**src/rtl/mem_stage_access.sv**
```systemverilog
// Memory-stage access unit plus MEM/WB pipeline register for the MIPS core.
// Runs a req/ack data-memory transaction for loads/stores and stalls upstream while it is in flight.
module mem_stage_access #(
    parameter int TIMEOUT_CYCLES = 64
) (
    input  logic        clk,
    input  logic        rst,
    input  logic [2:0]  control_m,
    input  logic [31:0] alu_result_m,
    input  logic [31:0] mem_write_data_m,
    input  logic [4:0]  reg_write_addr_m,
    output logic        stall_m,
    output logic        dmem_req,
    output logic        dmem_we,
    output logic [31:0] dmem_addr,
    output logic [31:0] dmem_wdata,
    input  logic        dmem_ack,
    input  logic [31:0] dmem_rdata,
    output logic [1:0]  control_w,
    output logic [31:0] read_data_w,
    output logic [31:0] alu_result_w,
    output logic [4:0]  reg_write_addr_w,
    output logic        err_misaligned,
    output logic        err_timeout
);

    typedef enum logic {IDLE, BUSY} state_t;

    state_t     state;
    logic [7:0] count;

    logic access;
    logic aligned;
    logic start;
    logic misaligned;
    logic timeout;
    logic load_done;

    assign access     = control_m[1] | control_m[0];
    assign aligned    = (alu_result_m[1:0] == 2'b00);
    assign start      = (state == IDLE) & access & aligned;
    assign misaligned = (state == IDLE) & access & ~aligned;
    // An ack in the final budget cycle wins over the timeout.
    assign timeout    = (state == BUSY) & ~dmem_ack & (count == 8'(TIMEOUT_CYCLES - 1));
    assign load_done  = (state == BUSY) & dmem_ack & ~dmem_we;
    assign stall_m    = start | ((state == BUSY) & ~dmem_ack & ~timeout);

    always_ff @(posedge clk) begin
        if (!rst) begin
            state            <= IDLE;
            count            <= 8'd0;
            dmem_req         <= 1'b0;
            dmem_we          <= 1'b0;
            dmem_addr        <= 32'd0;
            dmem_wdata       <= 32'd0;
            control_w        <= 2'b00;
            read_data_w      <= 32'd0;
            alu_result_w     <= 32'd0;
            reg_write_addr_w <= 5'd0;
            err_misaligned   <= 1'b0;
            err_timeout      <= 1'b0;
        end else begin
            case (state)
                IDLE: begin
                    if (start) begin
                        state      <= BUSY;
                        dmem_req   <= 1'b1;
                        dmem_we    <= control_m[0];
                        dmem_addr  <= alu_result_m;
                        dmem_wdata <= mem_write_data_m;
                        count      <= 8'd0;
                    end
                end
                BUSY: begin
                    if (dmem_ack || timeout) begin
                        state    <= IDLE;
                        dmem_req <= 1'b0;
                    end else begin
                        count <= count + 8'd1;
                    end
                end
                default: state <= IDLE;
            endcase

            err_misaligned <= misaligned;
            err_timeout    <= timeout;

            // Stalled cycles retire a bubble; data fields keep their last value.
            if (stall_m) begin
                control_w <= 2'b00;
            end else begin
                alu_result_w     <= alu_result_m;
                reg_write_addr_w <= reg_write_addr_m;
                if (misaligned || timeout)
                    control_w <= 2'b00;
                else
                    control_w <= control_m[2:1];
                if (timeout)
                    read_data_w <= 32'd0;
                else if (load_done)
                    read_data_w <= dmem_rdata;
            end
        end
    end

endmodule

```
**config.mk**
```make
export PLATFORM = sky130hd
export DESIGN_NAME = mem_stage_access
export DESIGN_NICKNAME = d
export VERILOG_FILES = /design/src/rtl/mem_stage_access.sv
export SDC_FILE = /design/constraint.sdc
export NUM_CORES = 1
export LEC_CHECK = 0
export ABC_AREA = 1
export CELL_PAD_IN_SITES_DETAIL_PLACEMENT = 0
export CELL_PAD_IN_SITES_GLOBAL_PLACEMENT = 1
export CORE_ASPECT_RATIO = 1.2
export CORE_UTILIZATION = 31
export DETAILED_ROUTE_END_ITERATION = 8
export HOLD_SLACK_MARGIN = 0.05
export PLACE_DENSITY = 0.86
export SETUP_SLACK_MARGIN = 0.15
export SYNTH_ARGS = -nofsm -noshare
export SYNTH_HDL_FRONTEND = slang
export SYNTH_SLANG_ARGS = --single-unit
```
**constraint.sdc**
```tcl
create_clock -name clk -period 4.1 [get_ports clk]
set_input_delay 0.41 -clock clk [delete_from_list [all_inputs] [get_ports clk]]
set_output_delay 0.41 -clock clk [all_outputs]
set_load 0.03 [all_outputs]
```
## After elaboration in Yosys (flattened, before gate mapping)

Cells that the tools add are included.

- Add/sub/neg operators: 1
- Multipliers: 0
- Div/mod/pow operators: 0
- Magnitude comparators: 0
- Equal/unequal tests: 4
- Shifts and indexed selects: 0
- Multiplexer cells: 11
- Bitwise logic cells: 17
- Reduce and logical (&&, ||, !) cells: 9

Operator list:

| cell | number |
|---|---|
| $mux W32 | 2 |
| $mux W8 | 2 |
| $pmux W8 S2 | 1 |
| $add A8 B1 Y8 const B | 1 |
| $and A1 B1 Y1 | 8 |
| $eq A8 B6 Y1 const B | 1 |
| $reduce_and A2 Y1 | 4 |
| $not A1 Y1 | 7 |
| $mux W1 | 4 |
| $ne A2 B2 Y1 const B | 2 |
| $pmux W1 S2 | 2 |
| $reduce_or A3 Y1 | 1 |
| $logic_not A2 Y1 | 1 |
| $logic_or A1 B1 Y1 | 2 |
| $ne A2 B1 Y1 const B | 1 |
| $or A1 B1 Y1 | 2 |
| $reduce_bool A2 Y1 | 1 |

- Flip-flop bits (word level): 148
- Latch bits: 0
- Bits in writable memories: 0
- Memory bits (read-only): 0
- Input port bits: 107
- Output and inout port bits: 140
- Logic and storage cells: 54
- Memories: 0

## Longest topological paths before layout

Gate-level depths: netlist of run 1.

- Word-level depth: 8
- Mapped depth: 12
- Depth with buffers taken out: 10

## Worst setup path after synthesis of run 1

No wires, ideal clock.

- Path kind: register -> register
- Start point: reg count[0]
- End point: reg alu_result_w[10]
- Library setup time: 0.113 ns
- Data arrival time: 1.495 ns
- Data required time: 3.987 ns
- Setup slack: 2.492 ns
- Cell stages (with the launch flop): 13
- Path buffers: 2
- Period minus slack after synthesis: 1.608 ns
- Cells stage by stage: dfxtp_1 > ha_1 > nand3_1 > inv_2 > nand2_4 > nand2_4 > nand2_8 > nand2_4 > inv_2 > buf_6 > buf_6 > nand2_2 > nand2_1

- Cells in the longest elaborated chain, start to end: 5

RTL lines:

| element | line | text |
|---|---|---|
| start, declared | 30 | `logic [7:0] count;` |
| start signal, assigned | 79 | `count <= count + 8'd1;` |
| $eq A8 B6 Y1 | 44 | `assign timeout = (state == BUSY) & ~dmem_ack & (count == 8'(TIMEOUT_CYCLES - 1));` |
| $and A1 B1 Y1 | 44 |  |
| $not A1 Y1 | 46 | `assign stall_m = start \| ((state == BUSY) & ~dmem_ack & ~timeout);` |
| $and A1 B1 Y1 | 46 |  |
| $or A1 B1 Y1 | 46 |  |
| named net stall_m | 12 | `output logic stall_m,` |
| end signal, assigned | 92 | `alu_result_w <= alu_result_m;` |
| end, declared | 21 | `output logic [31:0] alu_result_w,` |

The timed path passes the listed nets, and every way through them passes these cells.
A chain may end at the register's enable or synchronous reset.

## Worst setup path in the final report of run 1

- Start point: in alu_result_m[0]
- End point: out stall_m

- Cells in the longest elaborated chain, start to end: 3

RTL lines:

| element | line | text |
|---|---|---|
| start, declared | 9 | `input logic [31:0] alu_result_m,` |
| $logic_not A2 Y1 | 40 | `assign aligned = (alu_result_m[1:0] == 2'b00);` |
| $and A1 B1 Y1 | 41 | `assign start = (state == IDLE) & access & aligned;` |
| $or A1 B1 Y1 | 46 |  |
| end, declared | 12 |  |

Every way passes these cells.

==> flow_metrics.tcl, run 1 <==
set metrics [dict create \
    worst_setup_path_end_kind "output pin" \
    htreeDepth 4 \
    startpoint "alu_result_m[0]" \
    yosysMostFrequentCell "nor2_1" \
    grtUsageTotal_pct 18.1 \
    hp-start "rst" \
    fmax_mhz 381 \
    core.rowCount 52 \
    cts_hold_buf 0 \
    cts_setup_buffers 0 \
    synth_seq_cells 148 \
    wl_per_cell_um 13.8 \
    vias 5027 \
    synth_edf_count 0 \
    cts_buffers 17 \
    ant_nets 0 \
    fin_skew_ns 0.00719 \
    worst_slack_ns 1.48 \
    synth_top_area_cell "dfxtp_1" \
    place_ws_ns 1.35 \
    whs_path_depth 3 \
    grt_max_degree 97 \
    clk-insertion-delay-late_ns 0.41 \
    cp.arrival_ns 2.21 \
    cellPowerDensity_mw_per_mm2 448 \
    dieArea_mm2 0.0177 \
    core_area_mm2 0.0169 \
    r2r_slack_ns 1.59 \
    tightest_slew_ns 0.881 \
    max_slew_margin_pct 41.2 \
    layout.nets 1014 \
    synth_top_flop_cell "dfxtp_1" \
    synth_fp_nets 786 \
    r2r_cells 7 \
    initial_utilization_pct 31.7 \
    ir_worst_vdd_uv 261 \
    yosysSeqAreaShare_pct 55.5 \
    drc 0 \
    crit_required_ns 3.69 \
    io_pins 247 \
    routed_wl_um 15700 \
    synth.distinct_cells 24 \
    netlist_area_mm2 0.00534 \
    synth_top_area_share_pct 55.5 \
    clock-sinks 148 \
    die_y_um 146 \
    crit_fanout 10 \
    die_w_um 122 \
    antenna_found_initial 0 \
    drv_slew 0 \
    placed_cell_area_mm2 0.00790 \
    status "finished clean" \
    grt_pass1_vias 4872 \
    min_period_ns 2.62 \
    rsz0062_at_grt "no" \
    clock_path_buffers 2 \
    max_cap_violations 0 \
    clk_transition_reported_paths_ns 0.06 \
    synthTopCellsByCount "nor2_1 (177), dfxtp_1 (148), o21ai_0 (129)" \
    final_area_mm2 0.00853 \
    antenna-diode-count 0 \
    period_share_pct 64.0 \
    fin_util_pct 50.6 \
    cp-start-kind "input pin" \
    fillers 1614 \
    avgSynthCellArea_um2 7.87 \
    yosys_warnings 0 \
    drtPass1Iterations 4 \
    grt_pass1_wl_um 25100 \
    finalHoldViolCount 0 \
    grt_overflow_total 0 \
    cts_resized 0 \
    seq_area_mm2 0.00296 \
    multiInputGateArea_mm2 0.00212 \
    first_iter_violations 317 \
    ys_async_sr_fraction_pct 0 \
    fin_setup_tns_ns 0 \
    hpwl_um 10100 \
    min_path_type "in -> reg" \
    finalSetupViolations 0 \
    routed_via_density 4.43 \
    port_buffers 246 \
    areaGrowthSynthToFinish_pct 59.9 \
    p_leak_nw 3.59 \
    drive_gt1_share_pct 7.83 \
    crit_type "in -> out" \
    gp_congestion 0.750 \
    clockRootBuffer "clkbuf_16" \
    syn_inst 678 \
    r2r-start "count[0]$_SDFFE_PN0P_" \
    synth_area_leaders "dfxtp_1 (56%), nor2_1 (12%), o21ai_0 (12%)" \
    cts_tree "done" \
]
## report_power, final
group	total [W]	leakage [nW]	switching (W)	internal, W
Sequential	0.00156	1.21	0.0000410	0.00152
Clock	0.00166	0.308	0.000588	0.00107
Combinational	0.000600	2.06	0.000334	0.000266
## metrics by stage
step	total power (W)	cells	hold WS (ns)
floorplan	0.00189	678	0.452
global placement	0.00220	1103	0.415
detailed placement	0.00220	1103	0.421
CTS	0.00387	1135	0.315
global route	0.00399	1135	0.336
finish	0.00382	1135	0.332
## sequential cells by signal (all words and copies together) (netlist names)
| signal | flops |
|---|---|
| dmem_we | 1 |
| err_misaligned | 1 |
| err_timeout | 1 |
| state | 1 |
| control_w | 2 |
| dmem_addr | 32 |
| reg_write_addr_w | 5 |
| count | 8 |
| dmem_wdata | 32 |
| alu_result_w | 32 |
| read_data_w | 32 |
| dmem_req | 1 |
## cells by family (layout without fill, tap and decap cells)
logic type                 count (synthesis)  count (layout)  share of synthesized area [%]
and+or+nand+nor                          331             331                           25.9
AOI/OAI and AO/OA                        138             138                           12.9
buffers and inverters                     57             298                           4.88
DFF                                      148             148                           55.5
xor gates and xnor gates                   3               3                          0.492
adders and majority gates                  1               1                          0.234
## area by class of cell
type / count / area share, %
clock buffers: 24 / 5.65
clock inverters: 8 / 1.73
inverters: 15 / 0.660
multi-input cells: 473 / 24.8
flip-flops and latches: 148 / 34.7
well taps: 216 / 3.17
repair buffers: 251 / 29.2
## critical path: stages
cell	delay, ns
clkdlybuf4s50_1	0.43
or2_1	0.33
nor2_4	0.15
inv_2	0.07
nand2_8	0.11
clkdlybuf4s50_1	0.71
## layer usage
metal  vias up  global-route usage [%]  wire length [um]
li1       2610                       -                 -
met1      2252                    22.1              6860
met2       148                    29.7              7560
met3        17                    4.82               965
met4         0                    7.41               301
met5         -                       0                 0
## final timing paths
kind / end
worst max-delay path: stall_m
worst min-delay path: count[1]$_SDFFE_PN0P_
worst max register to register: read_data_w[2]$_SDFFE_PN0P_
worst min register to register: dmem_addr[0]$_SDFFE_PN0P_
## cells in the final DEF, fill, tap and decap left out, types with 4 or more instances in the layout
cell	n
clkdlybuf4s50_1	245
nand2_1	111
buf_4	5
inv_2	5
nor2_1	177
nand3_1	9
clkbuf_16	17
clkbuf_1	4
bufinv_16	4
inv_1	10
o21ai_0	129
a21oi_1	8
nand2_2	22
dfxtp_1	148
Power figures use the tool's default switching activity.
==> run 2: changes to the inputs <==
- CORE_UTILIZATION: 31 -> 26
- PLACE_DENSITY: 0.86 -> 0.77
- clock period: 4.1 -> 2.3 ns (I/O delays scaled with it)
==> run 2 against run 1 <==
Net effect:
- final area up 1.1%
- critical path depth rose by 1
- clock power up 63%
- worst hold slack lost 0.12 ns
- worst setup slack lost 1.2 ns
- sequential cell count is the same
- global-route usage shrank 1.9 points
- clock-buffer cell count shrank 3
- register-to-register slack worse by 1.1 ns
- via count up 0.76%
- sequential power up 79%
==> flow_metrics.tcl, run 2 (synthesis gave the netlist of run 1 again) <==
set metrics [dict create \
    seqPwrFrac_pct 42.3 \
    routed_via_density 4.27 \
    fmax_mhz 504 \
    status "finished clean" \
    layout.nets 1019 \
    clockRootBuffer "clkbuf_16" \
    critPathMaxStageDelay_ns 0.38 \
    grt_pass1_vias 4962 \
    first_iter_violations 210 \
    tightest_slew_ns 0.421 \
    cp_common_cell "nand2_4" \
    rsz0062_at_grt "no" \
    power_frac_clock_pct 41.1 \
    cp-start-kind "register" \
    dieArea_mm2 0.0211 \
    clock-sinks 148 \
    clk_transition_reported_paths_ns 0.06 \
    final_cell_mix "clkdlybuf4s50_1 (244), nor2_1 (177), dfxtp_1 (147)" \
    grt_pass1_wl_um 26600 \
    core.rowCount 57 \
    initial_utilization_pct 26.4 \
    finalSetupViolations 0 \
    max_slew_margin_pct 71.9 \
    seq_area_mm2 0.00296 \
    drive_gt1_share_pct 8.57 \
    core_area_mm2 0.0202 \
    vias 5065 \
    routed_wl_um 16700 \
    p_leak_nw 3.61 \
    cts_tree "done" \
    drtPass1Iterations 4 \
    cts_hold_buf 0 \
    grt_overflow_total 0 \
    htreeDepth 4 \
    crit_required_ns 2.07 \
    die_y_um 159 \
    ir_worst_vdd_uv 473 \
    max_cap_violations 0 \
    whs_path_depth 3 \
    wl_per_cell_um 14.0 \
    areaGrowthSynthToFinish_pct 61.7 \
    path_cells "ha_1, nand3_1, inv_2, nand2_4, nand2_4, nand2_8, buf_4" \
    placed_cell_area_mm2 0.00806 \
    cellPowerDensity_mw_per_mm2 764 \
    p_comb_share_pct 16.6 \
    grt_max_degree 98 \
    die_w_um 133 \
    drc 0 \
    antenna_found_initial 0 \
    cpMaxStageDelayCell "dfxtp_1" \
    ant_nets 0 \
    port_buffers 246 \
    io_pins 247 \
    cts_buffers 17 \
    r2r_cells 10 \
    final_area_mm2 0.00863 \
    min_path_type "in -> reg" \
    cts_setup_buffers 0 \
    clock_path_buffers 2 \
    p_sw_w 0.00175 \
    gp_congestion 0.754 \
    drv_slew 0 \
    crit_fanout 10 \
    p_int_w 0.00484 \
    grtUsageTotal_pct 16.2 \
    fin_setup_tns_ns 0 \
    clk-insertion-delay-late_ns 0.41 \
    multiInputGateArea_mm2 0.00212 \
    finalHoldViolCount 0 \
    fin_skew_ns 0.00671 \
    antenna-diode-count 0 \
    worst_setup_path_end_kind "output pin" \
    crit_type "reg -> out" \
    cp.arrival_ns 1.76 \
    fillers 2024 \
    min_period_ns 1.99 \
    final_common_cell "clkdlybuf4s50_1" \
    switching_share_pct 26.5 \
    period_share_pct 86.3 \
    hpwl_um 10900 \
]
## run 2: cell count changes in the layout (fill, tap and decap cells not counted), moves of 2 or more
cell	delta
buf_12	+5
bufinv_16	-2
clkbuf_1	-2
clkinv_2	+2
## run 2: worst paths after layout
path | slack [ns] | to | startpoint
setup reg to reg | 0.47 | reg_write_addr_w[2]$_SDFFE_PN0N_ | count[1]$_SDFFE_PN0P_
hold reg to reg | 0.44 | dmem_addr[1]$_SDFFE_PN0P_ | dmem_addr[1]$_SDFFE_PN0P_
hold / removal | 0.21 | count[7]$_SDFFE_PN0P_ | rst
setup / recovery | 0.31 | stall_m | count[1]$_SDFFE_PN0P_
## run 2: metrics by stage
| stage | total power (W) | std cells | hold WS, ns | util (%) | setup slack (ns) |
|---|---|---|---|---|---|
| after floorplan | 0.00337 | 678 | 0.340 | - | 0.692 |
| after global placement | 0.00394 | 1157 | 0.418 | 39.9 | 0.268 |
| after detailed placement | 0.00395 | 1157 | 0.432 | 39.9 | 0.307 |
| after CTS | 0.00670 | 1187 | 0.188 | 42.8 | 0.279 |
| after global routing | 0.00690 | 1187 | 0.214 | 42.8 | 0.152 |
| final | 0.00659 | 1187 | 0.209 | 42.8 | 0.314 |
## run 2: what timing repair did
item / in CTS / in global routing
resized for setup: 0 / 1
hold endpoints to repair: 0 / 0
setup endpoints to repair: 0 / 1
## run 2: power groups by stage
stage          Combinational (W)  Clock, W  Sequential, W
2_1_floorplan           0.000241         0        0.00313
3_3_place_gp             0.00110         0        0.00284
3_5_place_dp             0.00110         0        0.00284
4_1_cts                  0.00111   0.00281        0.00279
5_1_grt                  0.00117   0.00293        0.00280
6_report                 0.00109   0.00271        0.00279
## run 2: critical path, delay by kind of cell, from the launching register on
| kind | cells | cell delay [ns] |
|---|---|---|
| simple gates | 4 | 0.41 |
| flops | 1 | 0.38 |
| buf+inv | 2 | 0.34 |
| fa+ha+maj | 1 | 0.21 |
## run 2: per-layer routing
layer	global-route usage [%]	wire length, um
met5	0	0
met3	4.36	913
met1	19.3	7330
met4	7.05	352
met2	27.1	8070
## run 2: cell type report
| type | instances | area share (%) |
|---|---|---|
| flip-flops and latches | 148 | 34.3 |
| well taps | 265 | 3.84 |
| multi-input cells | 473 | 24.6 |
| clock inverters | 9 | 1.23 |
| inverters | 15 | 0.652 |
| repair buffers | 256 | 30.0 |
| clock buffers | 21 | 5.33 |
==> run 3: changes to the inputs <==
- HOLD_SLACK_MARGIN: 0.05 -> unset
- SETUP_SLACK_MARGIN: 0.15 -> 0.05
==> run 3 against run 2 <==
Net effect:
- die area did not move
- largest cell class unchanged
- fmax rose by 0.16%
- sequential power barely moved
- via count barely moved
- critical path depth did not move
- highest routed layer unchanged
- register-to-register slack barely moved
- utilization barely moved
- worst hold slack improved by 0.00050 ns
- clock skew rose by 0.00064 ns
- first-iteration DRC count rose by 0.95%
- sequential share of layout area barely moved
- total power barely moved
==> flow_metrics.tcl, run 3 (synthesis gave the netlist of run 1 again) <==
set metrics [dict create \
    power_frac_clock_pct 41.1 \
    seqPwrFrac_pct 42.3 \
    cpMaxStageDelayCell "dfxtp_1" \
    areaGrowthSynthToFinish_pct 61.7 \
    clock-sinks 148 \
    p_int_w 0.00484 \
    crit_fanout 10 \
    initial_utilization_pct 26.4 \
    finalHoldViolCount 0 \
    antenna-diode-count 0 \
    r2r_cells 10 \
    path_buf_inv 2 \
    hold_ws_ns 0.209 \
    ir_worst_vdd_uv 472 \
    p_comb_share_pct 16.6 \
    clk_transition_reported_paths_ns 0.06 \
    fillers 2024 \
    critPathMaxStageDelay_ns 0.38 \
    port_buffers 246 \
    path_cells "ha_1, nand3_1, inv_2, nand2_4, nand2_4, nand2_8, buf_4" \
    clockRootBuffer "clkbuf_16" \
    routed_wl_um 16600 \
    drv_slew 0 \
    crit_type "reg -> out" \
    routed_via_density 4.27 \
    tightest_slew_ns 0.421 \
    final_cell_mix "clkdlybuf4s50_1 (244), nor2_1 (177), dfxtp_1 (148)" \
    antenna_found_initial 0 \
    finalSetupViolations 0 \
    grt_overflow_total 0 \
    cp_common_cell "nand2_4" \
    r2r_slack_ns 0.48 \
    ant_nets 0 \
    grtUsageTotal_pct 16.2 \
    vias 5063 \
    max_slew_margin_pct 71.9 \
    cp_top_family "simple AND/OR/NAND/NOR gates" \
    grt_pass1_vias 4962 \
    hp-start "rst" \
    io_pins 247 \
    core.rowCount 57 \
    hpwl_um 10900 \
    fin_setup_tns_ns 0 \
    crit_required_ns 2.07 \
    die_y_um 159 \
    drive_gt1_share_pct 8.46 \
    layout.nets 1019 \
    cts_tree "done" \
    min_period_ns 1.98 \
    status "finished clean" \
    clock_path_buffers 2 \
    cts_resized 0 \
    cp.depth 7 \
    period_share_pct 86.2 \
    dieArea_mm2 0.0211 \
    cts_buffers 17 \
    power_w 0.00659 \
    htreeDepth 4 \
    crit_end "stall_m" \
    clk-insertion-delay-late_ns 0.41 \
    gp_congestion 0.754 \
    cts_hold_buf 0 \
    startpoint "count[0]$_SDFFE_PN0P_" \
    rsz0062_at_grt "no" \
    max_cap_violations 0 \
    cellPowerDensity_mw_per_mm2 764 \
    p_sw_w 0.00175 \
    p_leak_nw 3.61 \
    r2r_end "reg_write_addr_w[2]$_SDFFE_PN0N_" \
    grt_max_degree 98 \
    fmax_mhz 504 \
    grt_pass1_wl_um 26600 \
    die_w_um 133 \
    fin_skew_ns 0.00736 \
    cp-start-kind "register" \
    cp.arrival_ns 1.75 \
    drc 0 \
    wl_per_cell_um 14.0 \
    min_path_type "in -> reg" \
    core_area_mm2 0.0202 \
    cts_setup_buffers 0 \
    worst_setup_path_end_kind "output pin" \
    final_common_cell "clkdlybuf4s50_1" \
    drtPass1Iterations 4 \
    switching_share_pct 26.5 \
    r2r-start "count[0]$_SDFFE_PN0P_" \
    first_iter_violations 212 \
]
==> run 3: cell counts in the layout (fill, tap and decap cells not counted) <==
Identical to the previous run, type by type.
==> run 3: worst min-delay path by stage <==
stage | depth (start not counted) | endpoint | slack (ns)
6_report | 3 | count[7]$_SDFFE_PN0P_ | 0.21
5_1_grt | 3 | count[5]$_SDFFE_PN0P_ | 0.21
4_1_cts | 3 | count[5]$_SDFFE_PN0P_ | 0.19
3_5_place_dp | 2 | reg_write_addr_w[4]$_SDFFE_PN0N_ | 0.43
3_3_place_gp | 2 | dmem_addr[0]$_SDFFE_PN0P_ | 0.42
2_1_floorplan | 2 | alu_result_w[0]$_SDFFE_PN0N_ | 0.34
==> run 3: power by group through the flow <==
stage                     registers, W  logic [W]  clock network, W
after floorplan                0.00313   0.000241                 0
after global placement         0.00284    0.00110                 0
after detailed placement       0.00284    0.00110                 0
after CTS                      0.00279    0.00111           0.00281
after global routing           0.00280    0.00117           0.00293
final                          0.00279    0.00109           0.00271
==> run 3: area by class of cell <==
| class | count | area [um2] | share of cell area [%] |
|---|---|---|---|
| clock buffer | 21 | 460 | 5.34 |
| timing repair buffer | 256 | 2590 | 30.0 |
| inverter | 15 | 56.3 | 0.652 |
| clock inverter | 9 | 106 | 1.23 |
| multi-input combinational | 473 | 2120 | 24.6 |
| sequential | 148 | 2960 | 34.3 |
| tap | 265 | 332 | 3.84 |
==> run 3: stage by stage <==
step	util, %	cell area, um2	setup slack [ns]	instances
floorplan	-	5340	0.692	678
global placement	39.9	8060	0.268	1157
detailed placement	39.9	8060	0.307	1157
CTS	42.8	8630	0.279	1187
global route	42.8	8630	0.141	1187
finish	42.8	8630	0.317	1187
==> run 3: layer usage <==
| layer | track usage [%] | wire length [um] | up-vias | share of wire, % |
|---|---|---|---|---|
| li1 | - | - | 2614 | - |
| met1 | 19.3 | 7320 | 2275 | 44 |
| met2 | 27.1 | 8080 | 153 | 49 |
| met3 | 4.36 | 905 | 21 | 5.4 |
| met4 | 7.05 | 330 | 0 | 2.0 |
| met5 | 0 | 0 | - | 0 |
==> run 3: worst reg2reg max path: cells and delay by family, from the launching register on <==
| family | cells | cell delay (ns) |
|---|---|---|
| flops | 1 | 0.38 |
| fa+ha+maj | 1 | 0.21 |
| buf+inv | 2 | 0.38 |
| simple gates | 7 | 0.79 |
